File: config.mk
export PLATFORM = sky130hd
export DESIGN_NAME = data_mem_port_flat
export DESIGN_NICKNAME = d
export VERILOG_FILES = /design/src/rtl/data_mem_port_if.sv /design/src/rtl/data_mem_port.sv /design/src/flat_wrapper.sv
export SDC_FILE = /design/constraint.sdc
export NUM_CORES = 1
export LEC_CHECK = 0
export ABC_AREA = 1
export CORE_UTILIZATION = 43
export CTS_CLUSTER_DIAMETER = 80
export DETAILED_ROUTE_END_ITERATION = 12
export HOLD_SLACK_MARGIN = 0.05
export PLACE_DENSITY = 0.75
export SLEW_MARGIN = 40
export SYNTH_ARGS = -nofsm -noshare
export SYNTH_HDL_FRONTEND = slang
export SYNTH_SLANG_ARGS = --single-unit
File: constraint.sdc
create_clock -name clk -period 1.3 [get_ports clk]
set_input_delay 0.26 -clock clk [delete_from_list [all_inputs] [get_ports clk]]
set_output_delay 0.26 -clock clk [all_outputs]
set_load 0.02 [all_outputs]
File: src/rtl/data_mem_port_if.sv
// Signal bundle of one core's data-memory port: core request/response,
// memory address/data/strobes and the shared-region arbiter handshake.
interface data_mem_port_if #(
    parameter int TAM = 16
);
    logic           reqValid;
    logic           reqWrite;
    logic [TAM-1:0] reqAddr;
    logic [TAM-1:0] reqData;
    logic           reqReady;
    logic           respValid;
    logic [TAM-1:0] respData;
    logic           respErr;
    logic [TAM-1:0] dataADDR;
    logic [TAM-1:0] dataIN;
    logic           dataLoad;
    logic           dataWrite;
    logic [TAM-1:0] dataOUT;
    logic           sharedReq;
    logic           sharedGrant;

    modport master (
        output reqValid, reqWrite, reqAddr, reqData,
        output dataOUT, sharedGrant,
        input  reqReady, respValid, respData, respErr,
        input  dataADDR, dataIN, dataLoad, dataWrite, sharedReq
    );

    modport slave (
        input  reqValid, reqWrite, reqAddr, reqData,
        input  dataOUT, sharedGrant,
        output reqReady, respValid, respData, respErr,
        output dataADDR, dataIN, dataLoad, dataWrite, sharedReq
    );
endinterface

File: src/rtl/data_mem_port.sv
// Per-core data-memory initiator: one request in flight, shared-region
// accesses wait for the arbiter grant with a bounded timeout.
module data_mem_port #(
    parameter int TAM     = 16,
    parameter int Lmem    = 8,
    parameter int TIMEOUT = 15
) (
    input  logic           clk,
    input  logic           rst,
    data_mem_port_if.slave bus
);
    typedef enum logic [1:0] {
        IDLE,
        WAIT_GNT,
        ACCESS,
        RESP
    } state_t;

    localparam logic [3:0] CNT_LAST = 4'(TIMEOUT - 1);

    state_t         r_state;
    state_t         w_next;
    logic [3:0]     r_cnt;
    logic [3:0]     w_cnt;
    logic           r_err;
    logic           w_err;
    logic [TAM-1:0] r_addr;
    logic [TAM-1:0] r_data;
    logic           r_write;

    logic           r_respValid;
    logic           r_respErr;
    logic [TAM-1:0] r_respData;
    logic [TAM-1:0] r_dataADDR;
    logic [TAM-1:0] r_dataIN;
    logic           r_dataLoad;
    logic           r_dataWrite;
    logic           r_sharedReq;

    logic           w_oor;
    logic           w_accept;
    logic [TAM-1:0] w_addr;
    logic [TAM-1:0] w_data;
    logic           w_write;
    logic           w_respValid;
    logic           w_respErr;
    logic [TAM-1:0] w_respData;
    logic [TAM-1:0] w_dataADDR;
    logic [TAM-1:0] w_dataIN;
    logic           w_dataLoad;
    logic           w_dataWrite;
    logic           w_sharedReq;

    assign w_oor    = |bus.reqAddr[TAM-1:Lmem+1];
    assign w_accept = (r_state == IDLE) && bus.reqValid;

    always_ff @(posedge clk) begin
        if (rst) begin
            r_state     <= IDLE;
            r_cnt       <= '0;
            r_err       <= 1'b0;
            r_addr      <= '0;
            r_data      <= '0;
            r_write     <= 1'b0;
            r_respValid <= 1'b0;
            r_respErr   <= 1'b0;
            r_respData  <= '0;
            r_dataADDR  <= '0;
            r_dataIN    <= '0;
            r_dataLoad  <= 1'b0;
            r_dataWrite <= 1'b0;
            r_sharedReq <= 1'b0;
        end else begin
            r_state     <= w_next;
            r_cnt       <= w_cnt;
            r_err       <= w_err;
            if (w_accept) begin
                r_addr  <= bus.reqAddr;
                r_data  <= bus.reqData;
                r_write <= bus.reqWrite;
            end
            r_respValid <= w_respValid;
            r_respErr   <= w_respErr;
            r_respData  <= w_respData;
            r_dataADDR  <= w_dataADDR;
            r_dataIN    <= w_dataIN;
            r_dataLoad  <= w_dataLoad;
            r_dataWrite <= w_dataWrite;
            r_sharedReq <= w_sharedReq;
        end
    end

    always_comb begin
        w_next = r_state;
        w_cnt  = r_cnt;
        w_err  = r_err;
        unique case (r_state)
            IDLE: begin
                if (bus.reqValid) begin
                    w_err = 1'b0;
                    w_cnt = '0;
                    if (w_oor) begin
                        w_next = RESP;
                        w_err  = 1'b1;
                    end else if (bus.reqAddr[Lmem]) begin
                        w_next = WAIT_GNT;
                    end else begin
                        w_next = ACCESS;
                    end
                end
            end
            WAIT_GNT: begin
                if (r_cnt != 4'hF) w_cnt = r_cnt + 4'd1;
                // A grant on the last allowed cycle still wins
                if (bus.sharedGrant) begin
                    w_next = ACCESS;
                end else if (r_cnt == CNT_LAST) begin
                    w_next = RESP;
                    w_err  = 1'b1;
                end
            end
            ACCESS:  w_next = RESP;
            RESP:    w_next = IDLE;
            default: w_next = IDLE;
        endcase
    end

    always_comb begin
        w_addr  = r_addr;
        w_data  = r_data;
        w_write = r_write;
        if (r_state == IDLE) begin
            w_addr  = bus.reqAddr;
            w_data  = bus.reqData;
            w_write = bus.reqWrite;
        end
        w_respValid = (w_next == RESP);
        w_respErr   = w_respValid & w_err;
        w_respData  = '0;
        // Memory drives dataOUT mid-ACCESS; capture it at the edge leaving ACCESS
        if (w_respValid && (r_state == ACCESS) && !r_write) begin
            w_respData = bus.dataOUT;
        end
        w_dataLoad  = (w_next == ACCESS) & ~w_write;
        w_dataWrite = (w_next == ACCESS) & w_write;
        w_dataADDR  = r_dataADDR;
        w_dataIN    = r_dataIN;
        if (w_next == ACCESS) begin
            w_dataADDR = w_addr;
            w_dataIN   = w_data;
        end
        w_sharedReq = (w_next == WAIT_GNT) |
                      ((w_next == ACCESS) & (r_state == WAIT_GNT));
    end

    assign bus.reqReady  = (r_state == IDLE);
    assign bus.respValid = r_respValid;
    assign bus.respErr   = r_respErr;
    assign bus.respData  = r_respData;
    assign bus.dataADDR  = r_dataADDR;
    assign bus.dataIN    = r_dataIN;
    assign bus.dataLoad  = r_dataLoad;
    assign bus.dataWrite = r_dataWrite;
    assign bus.sharedReq = r_sharedReq;
endmodule

File: src/flat_wrapper.sv
// flat-port wrapper written by rule: the top's interface ports become plain ports
module data_mem_port_flat 
#(
    parameter int TAM     = 16,
    parameter int Lmem    = 8,
    parameter int TIMEOUT = 15
)
  (clk, rst, bus_reqValid, bus_reqWrite, bus_reqAddr, bus_reqData, bus_dataOUT, bus_sharedGrant, bus_reqReady, bus_respValid, bus_respData, bus_respErr, bus_dataADDR, bus_dataIN, bus_dataLoad, bus_dataWrite, bus_sharedReq);
  data_mem_port_if #(.TAM(TAM)) bus_i ();
  input  logic clk;
  input  logic rst;
  input wire logic [$bits(bus_i.reqValid)-1:0] bus_reqValid;
  input wire logic [$bits(bus_i.reqWrite)-1:0] bus_reqWrite;
  input wire logic [$bits(bus_i.reqAddr)-1:0] bus_reqAddr;
  input wire logic [$bits(bus_i.reqData)-1:0] bus_reqData;
  input wire logic [$bits(bus_i.dataOUT)-1:0] bus_dataOUT;
  input wire logic [$bits(bus_i.sharedGrant)-1:0] bus_sharedGrant;
  output wire logic [$bits(bus_i.reqReady)-1:0] bus_reqReady;
  output wire logic [$bits(bus_i.respValid)-1:0] bus_respValid;
  output wire logic [$bits(bus_i.respData)-1:0] bus_respData;
  output wire logic [$bits(bus_i.respErr)-1:0] bus_respErr;
  output wire logic [$bits(bus_i.dataADDR)-1:0] bus_dataADDR;
  output wire logic [$bits(bus_i.dataIN)-1:0] bus_dataIN;
  output wire logic [$bits(bus_i.dataLoad)-1:0] bus_dataLoad;
  output wire logic [$bits(bus_i.dataWrite)-1:0] bus_dataWrite;
  output wire logic [$bits(bus_i.sharedReq)-1:0] bus_sharedReq;
  assign bus_i.reqValid = bus_reqValid;
  assign bus_i.reqWrite = bus_reqWrite;
  assign bus_i.reqAddr = bus_reqAddr;
  assign bus_i.reqData = bus_reqData;
  assign bus_i.dataOUT = bus_dataOUT;
  assign bus_i.sharedGrant = bus_sharedGrant;
  assign bus_reqReady = bus_i.reqReady;
  assign bus_respValid = bus_i.respValid;
  assign bus_respData = bus_i.respData;
  assign bus_respErr = bus_i.respErr;
  assign bus_dataADDR = bus_i.dataADDR;
  assign bus_dataIN = bus_i.dataIN;
  assign bus_dataLoad = bus_i.dataLoad;
  assign bus_dataWrite = bus_i.dataWrite;
  assign bus_sharedReq = bus_i.sharedReq;
  data_mem_port #(.TAM(TAM), .Lmem(Lmem), .TIMEOUT(TIMEOUT)) u_core (.clk(clk), .rst(rst), .bus(bus_i));
endmodule
# After elaboration in Yosys (flattened, before gate mapping)
# Index checks and enable logic that the tools add are counted.
# totals
ff_bits	93
in_bits	53
word_cells	58
# op_classes
add_sub_neg	1
n_eq_ne	10
n_mux	17
n_bitwise	7
n_reduce_logical	9
# ops
cell	count
16-bit two-way mux	2
2-bit two-way mux	5
2-bit equality test (second input constant)	4
4-bit two-way mux	2
2-bit one-hot mux with 4 select lines	1
4-bit one-hot mux with 2 select lines	1
7-bit OR reduction	1
1-bit two-way mux	5
4-bit by 1-bit adder with 4-bit output (second input constant)	1
1-bit bitwise AND	4
2-bit by 1-bit equality test with 1-bit output (second input constant)	2
4-bit equality test (second input constant)	1
4-bit != test (second input constant)	1
1-bit logical AND	3
3-bit AND reduction	1
2-bit logical NOT	1
2-bit by 1-bit != test with 1-bit output (second input constant)	1
2-bit != test (second input constant)	1
1-bit NOT	2
1-bit one-hot mux with 2 select lines	1
2-bit nonzero test	1
2-bit OR reduction	1
1-bit logical NOT	1
1-bit OR	1

# Longest topological paths before layout
# depth
word_depth	9
depth_mapped	12
mapped_depth_nobuf	11

# Worst setup path after synthesis
# No wires, ideal clock.
# synth_path
path_kind	reg2reg
start	register u_core.r_cnt[0]
end	register u_core.r_dataADDR[10], in the netlist u_core.bus.dataADDR[10]
setup_ns	0.113
t_arrival_ns	1.326
required_ns	1.187
slack_ns	-0.139
path_stages_with_launch	13
path_cell_list	dfxtp_1 -> inv_1 -> ha_1 -> nand3_1 -> nand2_1 -> nand2_1 -> nand2_1 -> inv_1 -> nor2_2 -> buf_2 -> nand3_1 -> nand2_1 -> nor2_1
# synth_between
elab_chain_cells	5
# synth_rtl
item	line_no	rtl
start: declaration	data_mem_port.sv:23	logic [3:0] r_cnt;
start signal: assignment	data_mem_port.sv:75	r_cnt <= w_cnt;
4-bit equality test	data_mem_port.sv:117	end else if (r_cnt == CNT_LAST) begin
2-bit two-way mux	data_mem_port.sv:117	
2-bit two-way mux	data_mem_port.sv:115	if (bus.sharedGrant) begin
2-bit one-hot mux with 4 select lines	data_mem_port.sv:97	unique case (r_state)
2-bit equality test	data_mem_port.sv:148	if (w_next == ACCESS) begin
end signal: assignment	data_mem_port.sv:85	r_dataADDR <= w_dataADDR;
end: declaration	data_mem_port.sv:34	logic [TAM-1:0] r_dataADDR;
# No other way between the ends.
# A chain may end at the register's enable or synchronous reset.

# Worst setup path after layout
# layout_path
start	register u_core.r_state[1]
end	register u_core.r_dataADDR[6], in the netlist u_core.bus.dataADDR[6]
# layout_between
elab_chain_cells	4
# layout_rtl
item	line_no	rtl
start: declaration	data_mem_port.sv:21	state_t r_state;
start signal: assignment	data_mem_port.sv:74	r_state <= w_next;
2-bit two-way mux	data_mem_port.sv:117	
2-bit two-way mux	data_mem_port.sv:115	
2-bit one-hot mux with 4 select lines	data_mem_port.sv:97	
2-bit equality test	data_mem_port.sv:148	
# Parallel ways exist; a longest one is shown, timed or not.

==> summary.md <==
| Metric | Value |
|---|---|
| Final GP Congestion | between 0.8 and 0.9 |
| Worst setup slack after layout | -0.307 ns |
| Async SR Flop Fraction | 0% |
| Most used cell, CP | nor2_4 |
| 1st-iter DRT viols | between 150 and 200 |
| Primary FF master, synth | dfxtp_1 |
| Fin Clk Skew | roughly 0.016 ns |
| CTS buffer count | 9 |
| Cell Count, Final, Fillers Out | 784 |
| Commonest cells post-synth | nor2_1, dfxtp_1, a21oi_1, inv_1, nand2_1 |
| # IOs | 107 |
| Htree depth | 3 |
| Status | finished with violations |
| Synth top area share | between 40% and 50% |
| ANT cells | 0 |
| Average cell area after synthesis | between 7 and 8 sq um |
| Routed wl met2 | between 4000 and 5000 microns |
| CP max stage delay | 0.35 ns |
| RSZ-0062 raised after global routing | yes |
| DPL Wire Length | around 6500 microns |
| Worst path cell trace | nor2_4 -> inv_2 -> or2_1 -> buf_4 -> nand3_2 -> nor2_4 -> buf_12 -> clkbuf_16 -> nor2_2 -> nor2_1 |
| Max-slew violations | 0 |
| Routed wire per std cell | between 10 and 15 microns |
| Width of the die | about 96 microns |
| CP Class | flip-flop to flip-flop |
| Pleak | roughly 2.6 nW |
| Root buffer cell | clkbuf_8 |
| GR Util All Layers | between 20% and 30% |
| Cell count after synthesis | 526 |
| Vias per Instance | just under 5 |
| Synth area leaders | dfxtp_1, nor2_1, a21oi_1 |
| EDFF count, synth | 0 |
| Pwr dens | 1450 nW/um^2 |
| CTS sink cnt | 93 |
| Critical-path top delay cell | dfxtp_2 |
| Violated checks | negative setup slack |
| Period utilization | 124% |
| Post-synthesis sequential area ratio | roughly half |
| Cell family with most CP delay | simple AND/OR/NAND/NOR gates |
| Most frequent cell after synthesis | nor2_1 |
| Worst hold path class | primary input to flip-flop |
| Routed vias | ~3.8k |
| WP buf/inv | 4 |
| Die Y | 95.7 microns |
| Slew margin rel. | around 81% |
| Yosys cell types | 24 |
| Clk_lat worst skew | 0.36 ns |
| Metal3 WL | just under 600 microns |
| Worst path depth | 10 |
| Worst vdd ir | just under 900 uV |
| CP Launch Type | flip-flop |
| CTS tree | built |
| Buffers added on ports | 106 |
| Post-place setup slack | -0.560 ns |
| Critical Path AT | 1.88 ns |
| Final hold vios | 0 |
| Proportion of layout cells with a drive suffix above 1 | around 26% |
| WHS | between 0.4 and 0.5 ns |
| Max layer used | met4 |
| Total iterations of the first detailed-routing run | 4 |
| Pin count of the biggest net entering global routing | 27 |
| Routed Antenna Nets | 0 |
| Post-synth top area cell | dfxtp_1 |
| Placed cells | around 750 |
| R2R cell count | 10 |
| Crit-path max FO | 6 |
| Cell area after synthesis | between 3000 and 4000 sq um |
| Fmax | 622 MHz |
| Hold path depth | 3 |
| Synthesis warning total | 0 |
| Global-route wire length before repair | roughly 14000 microns |
| Setup violators final | between 40 and 50 |
| Syn Nets | 581 |
| Critical Path RT | about 1.6 ns |
| Area of the die | just over 9000 sq um |
| DRC | 0 |
| DRT met1 WL | between 4000 and 5000 microns |
| Initial antenna violation count | 0 |
| Slew @ Worst Pin | between 0.2 and 0.3 ns |
| CP endpoint kind | flip-flop |
| CTS max path bufs | 2 |
| Min Tclk post-route | roughly 1.6 ns |
| Max Cap Viol | 0 |
| #FFs+latches synth | between 90 and 100 |
| Congestion Overflow GR | 0 |
| Initial core utilization | roughly 45% |
| P&R area growth vs syn | 51.0% |
| Row Count | 33 |
| CTS clock-pin slew for the worst setup and hold paths | ~0.11 ns |
| WL final | between 9000 and 10000 microns |
| Final #Nets | ~730 |
| Core Area | about 8300 sq um |
| Vias in the first global route | 3264 |
layout make-up:
class / instances / area, sq um
flip-flops and latches: 93 / 1870
clock buffers: 10 / 128
clock inverters: 6 / 55.1
multi-input cells: 338 / 1720
fillers: 680 / 2650
repair buffers: 168 / 1550
well taps: 105 / 131
inverters: 64 / 240
logic make-up after synthesis:
family                     after synthesis  share of synthesized area, %
AOI/OAI and AO/OA                      106                          14.2
muxes                                    1                         0.265
xor gates and xnor gates                 1                         0.232
DFF                                     93                          49.4
and+or+nand+nor                        228                          25.2
buffers and inverters                   95                          10.1
adders and majority gates                2                         0.663
through the flow:
step           util (%)  cell area, sq um  total power, W  setup TNS (ns)
2_1_floorplan         -              3840         0.00501           -1.55
3_3_place_gp       63.9              5330         0.00616          -31.17
3_5_place_dp       63.9              5330         0.00624          -32.40
4_1_cts            66.2              5520         0.00796           -8.37
5_1_grt            68.3              5690         0.00870          -13.93
6_report           68.3              5690         0.00824          -10.13
worst reg2reg max path, cell delays in order (launching register included):
cell and delay (ns):
dfxtp_2 0.35, nor2_4 0.16, inv_2 0.06, or2_1 0.23, buf_4 0.14, nand3_2 0.09, nor2_4 0.05, buf_12 0.14
clkbuf_16 0.17, nor2_2 0.09, nor2_1 0.05
worst paths after layout:
| path | from | to | slack (ns) |
|---|---|---|---|
| max | u_core.r_state[1] | u_core.bus.dataADDR[6] | -0.31 |
| min reg2reg | u_core.r_data[3] | u_core.r_data[3] | 0.46 |
| max reg2reg | u_core.r_state[1] | u_core.bus.dataADDR[6] | -0.31 |
| min | bus_dataOUT[13] | u_core.bus.respData[13] | 0.41 |
flip-flops by register name, summed over array words and instances, names as in the netlist:
register / cells
u_core.bus.dataADDR: 16
u_core.bus.dataIN: 16
u_core.bus.respData: 16
u_core.r_addr: 16
u_core.r_data: 16
u_core.r_cnt: 4
u_core.r_state: 2
u_core.bus.dataLoad: 1
u_core.bus.dataWrite: 1
u_core.bus.respErr: 1
u_core.bus.respValid: 1
u_core.bus.sharedReq: 1
u_core.r_err: 1
u_core.r_write: 1
per-layer routing:
layer	up-vias	track usage, %
met3	12	4.63
met2	115	34.2
met4	0	5.47
met1	1727	25.5
met5	-	0
li1	1948	-
report_power, final:
part / switching [W] / internal [W] / leakage, nW
Sequential: 0.000181 / 0.00323 / 0.766
Clock: 0.00110 / 0.000734 / 0.0869
Combinational: 0.00164 / 0.00135 / 1.73
layout by cell type, fill, tap and decap left out, types with 3 or more instances in the layout:
cell type	synthesis	final
nor2_1	128	104
dfxtp_1	93	89
a21oi_1	66	65
inv_1	61	58
clkdlybuf4s50_1	0	52
nand2_1	50	46
buf_4	4	46
nand3_1	38	32
clkbuf_2	0	27
nor2_2	2	21
o21ai_1	0	17
clkdlybuf4s15_1	0	16
o21ai_0	38	12
o21ai_2	0	9
clkbuf_8	0	9
buf_12	0	9
nor2_4	3	8
nand3_2	1	7
nand2_2	3	6
inv_2	2	5
buf_6	0	5
dlygate4sd2_1	0	5
clkdlybuf4s15_2	0	3
dfxtp_2	0	3
repair_timing:
item                       4_1_cts  5_1_grt
resized for setup               94      124
hold endpoints to repair         0        0
cloned                           0        3
setup endpoints to repair      117      109
hold buffers                     0        0
buffers inserted                 3        8
pin swaps                        1       17
Note: power is estimated with default switching activity, not from simulation.
